$ cat config.mk
export PLATFORM = sky130hd
export DESIGN_NAME = mem_arbiter
export DESIGN_NICKNAME = d
export VERILOG_FILES = /design/src/rtl/mem_arbiter.sv
export SDC_FILE = /design/constraint.sdc
export NUM_CORES = 1
export LEC_CHECK = 0
export ABC_AREA = 1
export BUFFER_PORTS_ARGS = -buffer_cell sky130_fd_sc_hd__buf_2
export CAP_MARGIN = 20
export CORE_ASPECT_RATIO = 1.5
export CORE_UTILIZATION = 40
export CTS_CLUSTER_SIZE = 10
export DETAILED_ROUTE_END_ITERATION = 10
export GPL_ROUTABILITY_DRIVEN = 0
export GPL_TIMING_DRIVEN = 0
export PLACE_DENSITY = 0.7
export SLEW_MARGIN = 10
export SYNTH_ARGS = -nofsm -noshare
export SYNTH_HDL_FRONTEND = slang
export SYNTH_SLANG_ARGS = --single-unit
$ cat constraint.sdc
create_clock -name clk -period 3.5 [get_ports clk]
set_clock_uncertainty 0.05 [all_clocks]
set_input_delay 0.7 -clock clk [delete_from_list [all_inputs] [get_ports clk]]
set_output_delay 0.7 -clock clk [all_outputs]
set_load 0.02 [all_outputs]
$ cat src/rtl/mem_arbiter.sv
// mem_arbiter: shares the single core memory port between instruction fetch (I)
// and load/store (D). One outstanding transaction, round-robin on ties, timeout abort.
module mem_arbiter #(
  parameter int TIMEOUT = 1024
) (
  input  logic        clk,
  input  logic        rstn,
  input  logic        i_req,
  input  logic        d_req,
  input  logic [31:0] i_addr,
  input  logic [31:0] d_addr,
  input  logic        i_we,
  input  logic        d_we,
  input  logic [31:0] i_wdata,
  input  logic [31:0] d_wdata,
  input  logic [3:0]  i_be,
  input  logic [3:0]  d_be,
  output logic        i_gnt,
  output logic        d_gnt,
  output logic        i_rvalid,
  output logic        d_rvalid,
  output logic [31:0] i_rdata,
  output logic [31:0] d_rdata,
  output logic        i_err,
  output logic        d_err,
  output logic        mem_req,
  output logic [31:0] mem_addr,
  output logic        mem_we,
  output logic [31:0] mem_wdata,
  output logic [3:0]  mem_be,
  input  logic        mem_gnt,
  input  logic        mem_rvalid,
  input  logic [31:0] mem_rdata,
  output logic        busy,
  output logic        stray_rsp
);

  localparam int CW = $clog2(TIMEOUT);
  localparam logic [CW-1:0] CNT_MAX = CW'(TIMEOUT - 1);
  localparam logic OWN_I = 1'b0;
  localparam logic OWN_D = 1'b1;

  typedef enum logic [1:0] {
    ST_IDLE,
    ST_REQ,
    ST_RESP
  } state_t;

  state_t        state_q, state_d;
  logic          owner_q, owner_d;
  logic          last_q, last_d;
  logic [CW-1:0] cnt_q, cnt_d;
  logic          win;

  logic          mem_req_q, mem_req_d;
  logic [31:0]   mem_addr_q, mem_addr_d;
  logic          mem_we_q, mem_we_d;
  logic [31:0]   mem_wdata_q, mem_wdata_d;
  logic [3:0]    mem_be_q, mem_be_d;
  logic          i_gnt_q, i_gnt_d, d_gnt_q, d_gnt_d;
  logic          i_rvalid_q, i_rvalid_d, d_rvalid_q, d_rvalid_d;
  logic          i_err_q, i_err_d, d_err_q, d_err_d;
  logic [31:0]   i_rdata_q, i_rdata_d, d_rdata_q, d_rdata_d;
  logic          busy_q, busy_d;
  logic          stray_q, stray_d;

  always_comb begin
    state_d     = state_q;
    owner_d     = owner_q;
    last_d      = last_q;
    cnt_d       = cnt_q;
    win         = OWN_I;
    mem_req_d   = mem_req_q;
    mem_addr_d  = mem_addr_q;
    mem_we_d    = mem_we_q;
    mem_wdata_d = mem_wdata_q;
    mem_be_d    = mem_be_q;
    i_gnt_d     = 1'b0;
    d_gnt_d     = 1'b0;
    i_rvalid_d  = 1'b0;
    d_rvalid_d  = 1'b0;
    i_err_d     = 1'b0;
    d_err_d     = 1'b0;
    i_rdata_d   = i_rdata_q;
    d_rdata_d   = d_rdata_q;
    // A response is only expected in RESP; anything else is remembered until reset.
    stray_d     = stray_q | (mem_rvalid && (state_q != ST_RESP));

    case (state_q)
      ST_IDLE: begin
        if (i_req || d_req) begin
          win         = (i_req && d_req) ? ~last_q : (d_req ? OWN_D : OWN_I);
          owner_d     = win;
          last_d      = win;
          cnt_d       = '0;
          mem_req_d   = 1'b1;
          mem_addr_d  = (win == OWN_D) ? d_addr  : i_addr;
          mem_we_d    = (win == OWN_D) ? d_we    : i_we;
          mem_wdata_d = (win == OWN_D) ? d_wdata : i_wdata;
          mem_be_d    = (win == OWN_D) ? d_be    : i_be;
          state_d     = ST_REQ;
        end
      end
      ST_REQ: begin
        if (mem_gnt) begin
          mem_req_d = 1'b0;
          i_gnt_d   = (owner_q == OWN_I);
          d_gnt_d   = (owner_q == OWN_D);
          cnt_d     = '0;
          state_d   = ST_RESP;
        end else if (cnt_q == CNT_MAX) begin
          mem_req_d = 1'b0;
          i_err_d   = (owner_q == OWN_I);
          d_err_d   = (owner_q == OWN_D);
          state_d   = ST_IDLE;
        end else begin
          cnt_d = cnt_q + 1'b1;
        end
      end
      ST_RESP: begin
        if (mem_rvalid) begin
          if (owner_q == OWN_D) begin
            d_rdata_d  = mem_rdata;
            d_rvalid_d = 1'b1;
          end else begin
            i_rdata_d  = mem_rdata;
            i_rvalid_d = 1'b1;
          end
          state_d = ST_IDLE;
        end else if (cnt_q == CNT_MAX) begin
          i_err_d = (owner_q == OWN_I);
          d_err_d = (owner_q == OWN_D);
          state_d = ST_IDLE;
        end else begin
          cnt_d = cnt_q + 1'b1;
        end
      end
      default: state_d = ST_IDLE;
    endcase

    busy_d = (state_d != ST_IDLE);
  end

  always_ff @(posedge clk) begin
    if (!rstn) begin
      state_q     <= ST_IDLE;
      owner_q     <= OWN_I;
      last_q      <= OWN_I;
      cnt_q       <= '0;
      mem_req_q   <= 1'b0;
      mem_addr_q  <= '0;
      mem_we_q    <= 1'b0;
      mem_wdata_q <= '0;
      mem_be_q    <= '0;
      i_gnt_q     <= 1'b0;
      d_gnt_q     <= 1'b0;
      i_rvalid_q  <= 1'b0;
      d_rvalid_q  <= 1'b0;
      i_err_q     <= 1'b0;
      d_err_q     <= 1'b0;
      i_rdata_q   <= '0;
      d_rdata_q   <= '0;
      busy_q      <= 1'b0;
      stray_q     <= 1'b0;
    end else begin
      state_q     <= state_d;
      owner_q     <= owner_d;
      last_q      <= last_d;
      cnt_q       <= cnt_d;
      mem_req_q   <= mem_req_d;
      mem_addr_q  <= mem_addr_d;
      mem_we_q    <= mem_we_d;
      mem_wdata_q <= mem_wdata_d;
      mem_be_q    <= mem_be_d;
      i_gnt_q     <= i_gnt_d;
      d_gnt_q     <= d_gnt_d;
      i_rvalid_q  <= i_rvalid_d;
      d_rvalid_q  <= d_rvalid_d;
      i_err_q     <= i_err_d;
      d_err_q     <= d_err_d;
      i_rdata_q   <= i_rdata_d;
      d_rdata_q   <= d_rdata_d;
      busy_q      <= busy_d;
      stray_q     <= stray_d;
    end
  end

  assign mem_req   = mem_req_q;
  assign mem_addr  = mem_addr_q;
  assign mem_we    = mem_we_q;
  assign mem_wdata = mem_wdata_q;
  assign mem_be    = mem_be_q;
  assign i_gnt     = i_gnt_q;
  assign d_gnt     = d_gnt_q;
  assign i_rvalid  = i_rvalid_q;
  assign d_rvalid  = d_rvalid_q;
  assign i_err     = i_err_q;
  assign d_err     = d_err_q;
  assign i_rdata   = i_rdata_q;
  assign d_rdata   = d_rdata_q;
  assign busy      = busy_q;
  assign stray_rsp = stray_q;

endmodule

---- Yosys cells after proc, flatten, opt, wreduce, memory -nomap -nowiden ----
Index checks and enable logic that the tools add are counted.
Widths: inputs -> output; s select.
storage, ports and cells
  register bits ........................... 155
  input bits .............................. 176
  output and inout bits ................... 142
  word-level logic and storage cells ...... 72
operators by class
  add/subtract/negate cells ............... 1
  eq/ne operators ......................... 7
  mux-type cells .......................... 30
  bitwise operators ....................... 2
  reduce and logical (&&, ||, !) cells .... 14
operator list
  kind                   number
  $mux 32                2
  $mux 10                4
  $pmux 10 s3            1
  $reduce_and 3->1       6
  $mux 1                 14
  $add 10x1->10 const B  1
  $eq 10x10->1 const B   1
  $mux 2                 4
  $ne 2x2->1 const B     3
  $pmux 1 s2             3
  $pmux 2 s3             1
  $mux 4                 1
  $reduce_bool 2->1      2
  $ne 3x3->1 const B     1
  $reduce_bool 3->1      1
  $eq 2x1->1 const B     1
  $eq 2x2->1 const B     1
  $logic_and 1x1->1      2
  $logic_not 2->1        1
  $reduce_and 2->1       1
  $logic_or 1x1->1       1
  $not 1->1              1
  $or 1x1->1             1

---- Logic depth before layout (Yosys ltp) ----
  depth after elaboration ................. 5
  gate-level depth with buffers ........... 10

---- Least setup slack after synthesis ----
Ideal clock, no wire load.
  kind .................................... input to register
  start ................................... input port rstn
  end ..................................... register d_rdata_q[10], in the netlist d_rdata[10]
  library setup time ...................... 0.132 ns
  arrival time ............................ 1.470 ns
  data required time ...................... 3.318 ns
  path slack .............................. 1.847 ns
  stages on the path ...................... 5
  path buffers ............................ 3
  cells stage by stage .................... buf_4 inv_1 buf_2 buf_1 a21oi_1
RTL lines
  element                 RTL line  text
  start: declaration      7         input logic rstn,
  end signal: assignment  182       d_rdata_q <= d_rdata_d;
  end: declaration        63        logic [31:0] i_rdata_q, i_rdata_d, d_rdata_q, d_rdata_d;
No word-level cell between the ends.

---- Worst setup path in the final report ----
  start ................................... register state_q[1]
  end ..................................... register i_rdata_q[9], in the netlist i_rdata[9]
between the ends
  word-level cells in the longest chain between the ends .. 2
RTL lines
  element                     RTL line  text
  start: declaration          49        state_t state_q, state_d;
  start signal: assignment    166       state_q <= state_d;
  $eq 2x2->1                  89        case (state_q)
  $reduce_and 3->1 (no line)  -
  end signal: assignment      181       i_rdata_q <= i_rdata_d;
  end: declaration            63
Every way passes these cells.
A chain may end at the register's enable or synchronous reset.

==> impl.org <==
** Global routing
- The via count of the first global-routing pass is ~6600.
- Maximum number of pins on one net before global-route repair :: 19
- Global routing consumed, on the met2 layer, a little under half of the routing resources.
- For this run, global-route usage on met3 was measured as between 6 and 7%.
- The total overflow left after global routing is 0.
- Met1 track demand over resource in global routing :: 28.3%
- Global routing consumed, over all layers together, between 20 and 30% of the routing resources.
- The number of antenna violations at the first check in global routing was 0.
- First-pass GRT wire length :: ~33000 microns
- Most congested layer reported by global routing :: met2

** Power and ir drop
- Sw frac :: between 30% and 40%
- Comb power frac :: 23.7%
- Clock network fraction of design power :: a little over a third
- The worst-case IR drop observed on VDD is ~0.43 mV.
- Total power :: between 5 and 6 mW
- Power spent charging and discharging nets :: ~1.8 mW
- In this run the power density over the cells is just under 600 nW/um^2.
- Cell internal power was estimated by the tool at between 3 and 4 mW.
- Sequential cells account for approximately two fifths of the total power.
- Leakage :: 4.23 nW

** Worst setup path
- Required @ worst endpoint :: 3.76 ns
- Measured in cells, the most critical reg-to-reg path has a length of 7.
- Type of destination of the critical path :: flop
- Crit-path max FO :: 10
- The critical path is of the flop to flop type.
- At the worst endpoint, the arrival time is roughly 2.1 ns.
- STA classifies the critical path startpoint as a flop.

** Detailed routing
- In this run the remaining antenna-violating nets after routing total 0.
- After detailed routing, the average wire length per cell comes to 15.2 microns.
- Initial drt markers :: 341
- The pre-antenna-repair detailed-routing pass consisted of 5 iterations.
- The routed design has about 21000 microns of wire.
- Detailed routing inserted a total of around 7000 vias.
- After detailed routing, the number of vias per cell comes to 5.07.
- Drc violations :: 0

** Die
- Effective utilization at floorplan :: between 40% and 50%
- The core region is 15300 sq um.
- Boundary pin count :: 318
- The floorplan has between 50 and 60 rows.
- Measured along the x axis, the die boundary spans ~100 microns.
- Vertical extent of the die :: roughly 160 microns
- Area enclosed by the die boundary :: about 16000 sq um

** Worst hold path
- The min-delay analysis places its worst path in the category flop to flop.
- Count of cells along the worst hold path :: 2

** STA
- The worst path needs roughly 1.9 ns of the cycle, external delays included.
- In the final timing run, aggregate negative setup slack is 0 ns.
- Setup violations remaining at the end of the flow were counted as 0.
- Slew headroom :: roughly three fifths
- At the pin with the least slew margin, the transition time is 0.578 ns.
- Highest Clock Rate :: roughly 0.54 GHz
- Hold Vio Cnt, Final :: 0
- Setup repair after global routing left no endpoint under its margin.
- Count of pins over their slew limit :: 0
- Crit path setup slack, layout :: 1.64 ns
- Minimum hold slack :: 0.409 ns
- Tcrit/Tclk final :: between 50% and 60%

** Clock network
- TritonCTS built the clock tree.
- Post-CTS setup buffers :: 0
- PostCTS Resize Cnt :: 0
- Clock root cell :: sky130_fd_sc_hd__clkbuf_16
- Hold repair after CTS inserted 0 buffers.
- Maximum clock path buffer count :: 2
- The H-tree generated during clock tree synthesis spans 4 levels.
- Clock latency on the worst-skew pair :: a little over 0.4 ns
- After clock tree synthesis, the clock-pin slew on the worst setup and hold paths is ~0.070 ns.
- The number of clock buffers added by TritonCTS is 17.
- Total number of clock tree sinks :: approximately 160

** Run
- Reported max-cap violation count :: 0

** Yosys
- Of the synthesized area, sequential elements account for 49.2%.
- Yosys mapped a number of flops with a built-in enable equal to 0.
- Synthesized-area fraction occupied by ao, oa, aoi and oai cells :: 19.7%
- Of the total synthesized cell area, the portion taken by full adders, half adders and majority gates is under 10%.
- Dominant synthesized flop cell :: sky130_fd_sc_hd__dfxtp_1
- FFs w/ async S/R, synth :: 0%
- The synthesized design devotes to its leading area cell type around half of total area.
- By area the synthesized netlist is led by sky130_fd_sc_hd__dfxtp_1 49%, sky130_fd_sc_hd__nand2_1 12%, sky130_fd_sc_hd__o21ai_0 8.0%.
- After synthesis, the mean cell area works out to 7.63 sq um.
- Post-synthesis share of cell area spent on and, or, nand and nor gates :: a little under a quarter
- sky130_fd_sc_hd__nand2_1 is the most common cell in the netlist.
- Yosys warnings :: 0
- Netlist Area Pre-Place :: about 6300 sq um
- Top cell type by total area after synthesis :: sky130_fd_sc_hd__dfxtp_1
- Top cells by count, synth :: 201 x sky130_fd_sc_hd__nand2_1, 155 x sky130_fd_sc_hd__dfxtp_1, 101 x sky130_fd_sc_hd__o21ai_0
- After Yosys synthesis, XOR and XNOR cells account for less than 1% of the synthesized area.
- Synthesized instance count :: 826
- Of the post-synthesis cell area, the part taken by muxes is 0%.
- Syn_nets :: slightly above 1000
- Number of storage elements in the synthesis netlist :: 155
- Counting distinct cell types in the post-synthesis netlist gives 34.
- Largest family of logic cells by synthesized area :: simple AND/OR/NAND/NOR gates

** Cells and area
- Finished Cell Area :: 8730 sq um
- Fraction of the core area covered by cells at the end of the flow :: between 50% and 60%
- Final cell count without fillers :: ~1400
- At the end of the flow, the number of nets in the layout was 1343.
- Cells with a size suffix above 1 make up 34.5% of the layout.
- From synthesis to final layout, the design area changed by 38.5%.
- Total inserted antenna cells :: 0

** Placement
- Number of port buffers :: about 320
- Detailed placement finished with a half-perimeter wire length of 16400 microns.
- OpenSTA, run right after detailed placement, puts the worst setup slack at about 1.4 ns.
- Including well taps, the total number of placed cells is between 1000 and 1500.
- Post-place instance area :: 8140 sq um

** Outcome
- Outcome :: finished, final reports clean
-- layout by cell type, fill, tap and decap left out, drive strengths merged --
master / count
nor3: 3
clkinv: 7
o21ai: 109
o22ai: 1
nand2: 204
a21oi: 42
dfxtp: 155
o21bai: 1
xnor2: 1
clkinvlp: 1
nor3b: 1
nand3b: 1
nand4: 6
buf: 353
a21boi: 1
nand3: 46
clkbuf: 42
ha: 6
a31oi: 70
inv: 35
nor2: 89
-- final cells by class --
type / count / area, sq um
well taps: 199 / 249
repair buffers: 316 / 1580
clock inverters: 15 / 173
flip-flops and latches: 155 / 3100
multi-input cells: 581 / 2800
plain buffers: 62 / 295
inverters: 28 / 108
clock buffers: 17 / 425
fillers: 1549 / 6540
-- path summary, 6_finish.rpt --
check                           startpoint                  endpoint  slack (ns)
hold reg to reg   d_rdata[13]$_SDFFE_PN0P_  d_rdata[13]$_SDFFE_PN0P_        0.41
setup / recovery     state_q[1]$_SDFF_PN0_   i_rdata[9]$_SDFFE_PN0P_        1.64
hold / removal    d_rdata[13]$_SDFFE_PN0P_  d_rdata[13]$_SDFFE_PN0P_        0.41
setup reg to reg     state_q[1]$_SDFF_PN0_   i_rdata[9]$_SDFFE_PN0P_        1.64
-- per-layer routing --
metal / part of all wire, % / wire, microns / vias to the layer above
met5: 0 / 0 / -
met4: 1.8 / 381 / 0
met3: 6.9 / 1440 / 26
met2: 51 / 10800 / 290
met1: 40 / 8350 / 3180
li1: - / - / 3465
-- state kept, by name, summed over array words and instances (netlist names) --
name / cells
d_rdata: 32
i_rdata: 32
mem_addr: 32
mem_wdata: 32
cnt_q: 10
mem_be: 4
state_q: 2
busy: 1
d_err: 1
d_gnt: 1
d_rvalid: 1
i_err: 1
i_gnt: 1
i_rvalid: 1
last_q: 1
mem_req: 1
mem_we: 1
stray_rsp: 1
-- cells by family (layout without fill, tap and decap cells) --
family                     after synthesis  in the layout
buffers and inverters                   90            438
AOI/OAI and AO/OA                      224            224
DFF                                    155            155
adders and majority gates                6              6
and+or+nand+nor                        350            350
xor gates and xnor gates                 1              1
-- critical path, cell delays in order, from the launching register on --
cell	delay, ns
sky130_fd_sc_hd__dfxtp_1	0.44
sky130_fd_sc_hd__ha_1	0.23
sky130_fd_sc_hd__nand2_1	0.15
sky130_fd_sc_hd__nor2_1	0.37
sky130_fd_sc_hd__inv_2	0.12
sky130_fd_sc_hd__buf_2	0.21
sky130_fd_sc_hd__nor2_1	0.14
sky130_fd_sc_hd__nor2_1	0.06
-- power by group through the flow --
stage	sequential (mW)	clock (mW)	combinational (mW)
floorplan	2.32	0	0.498
global placement	2.09	0	1.21
detailed placement	2.09	0	1.21
CTS	2.06	1.87	1.22
global route	2.08	1.95	1.32
finish	2.06	1.84	1.21
No activity file was read; power rests on OpenSTA's default activity.
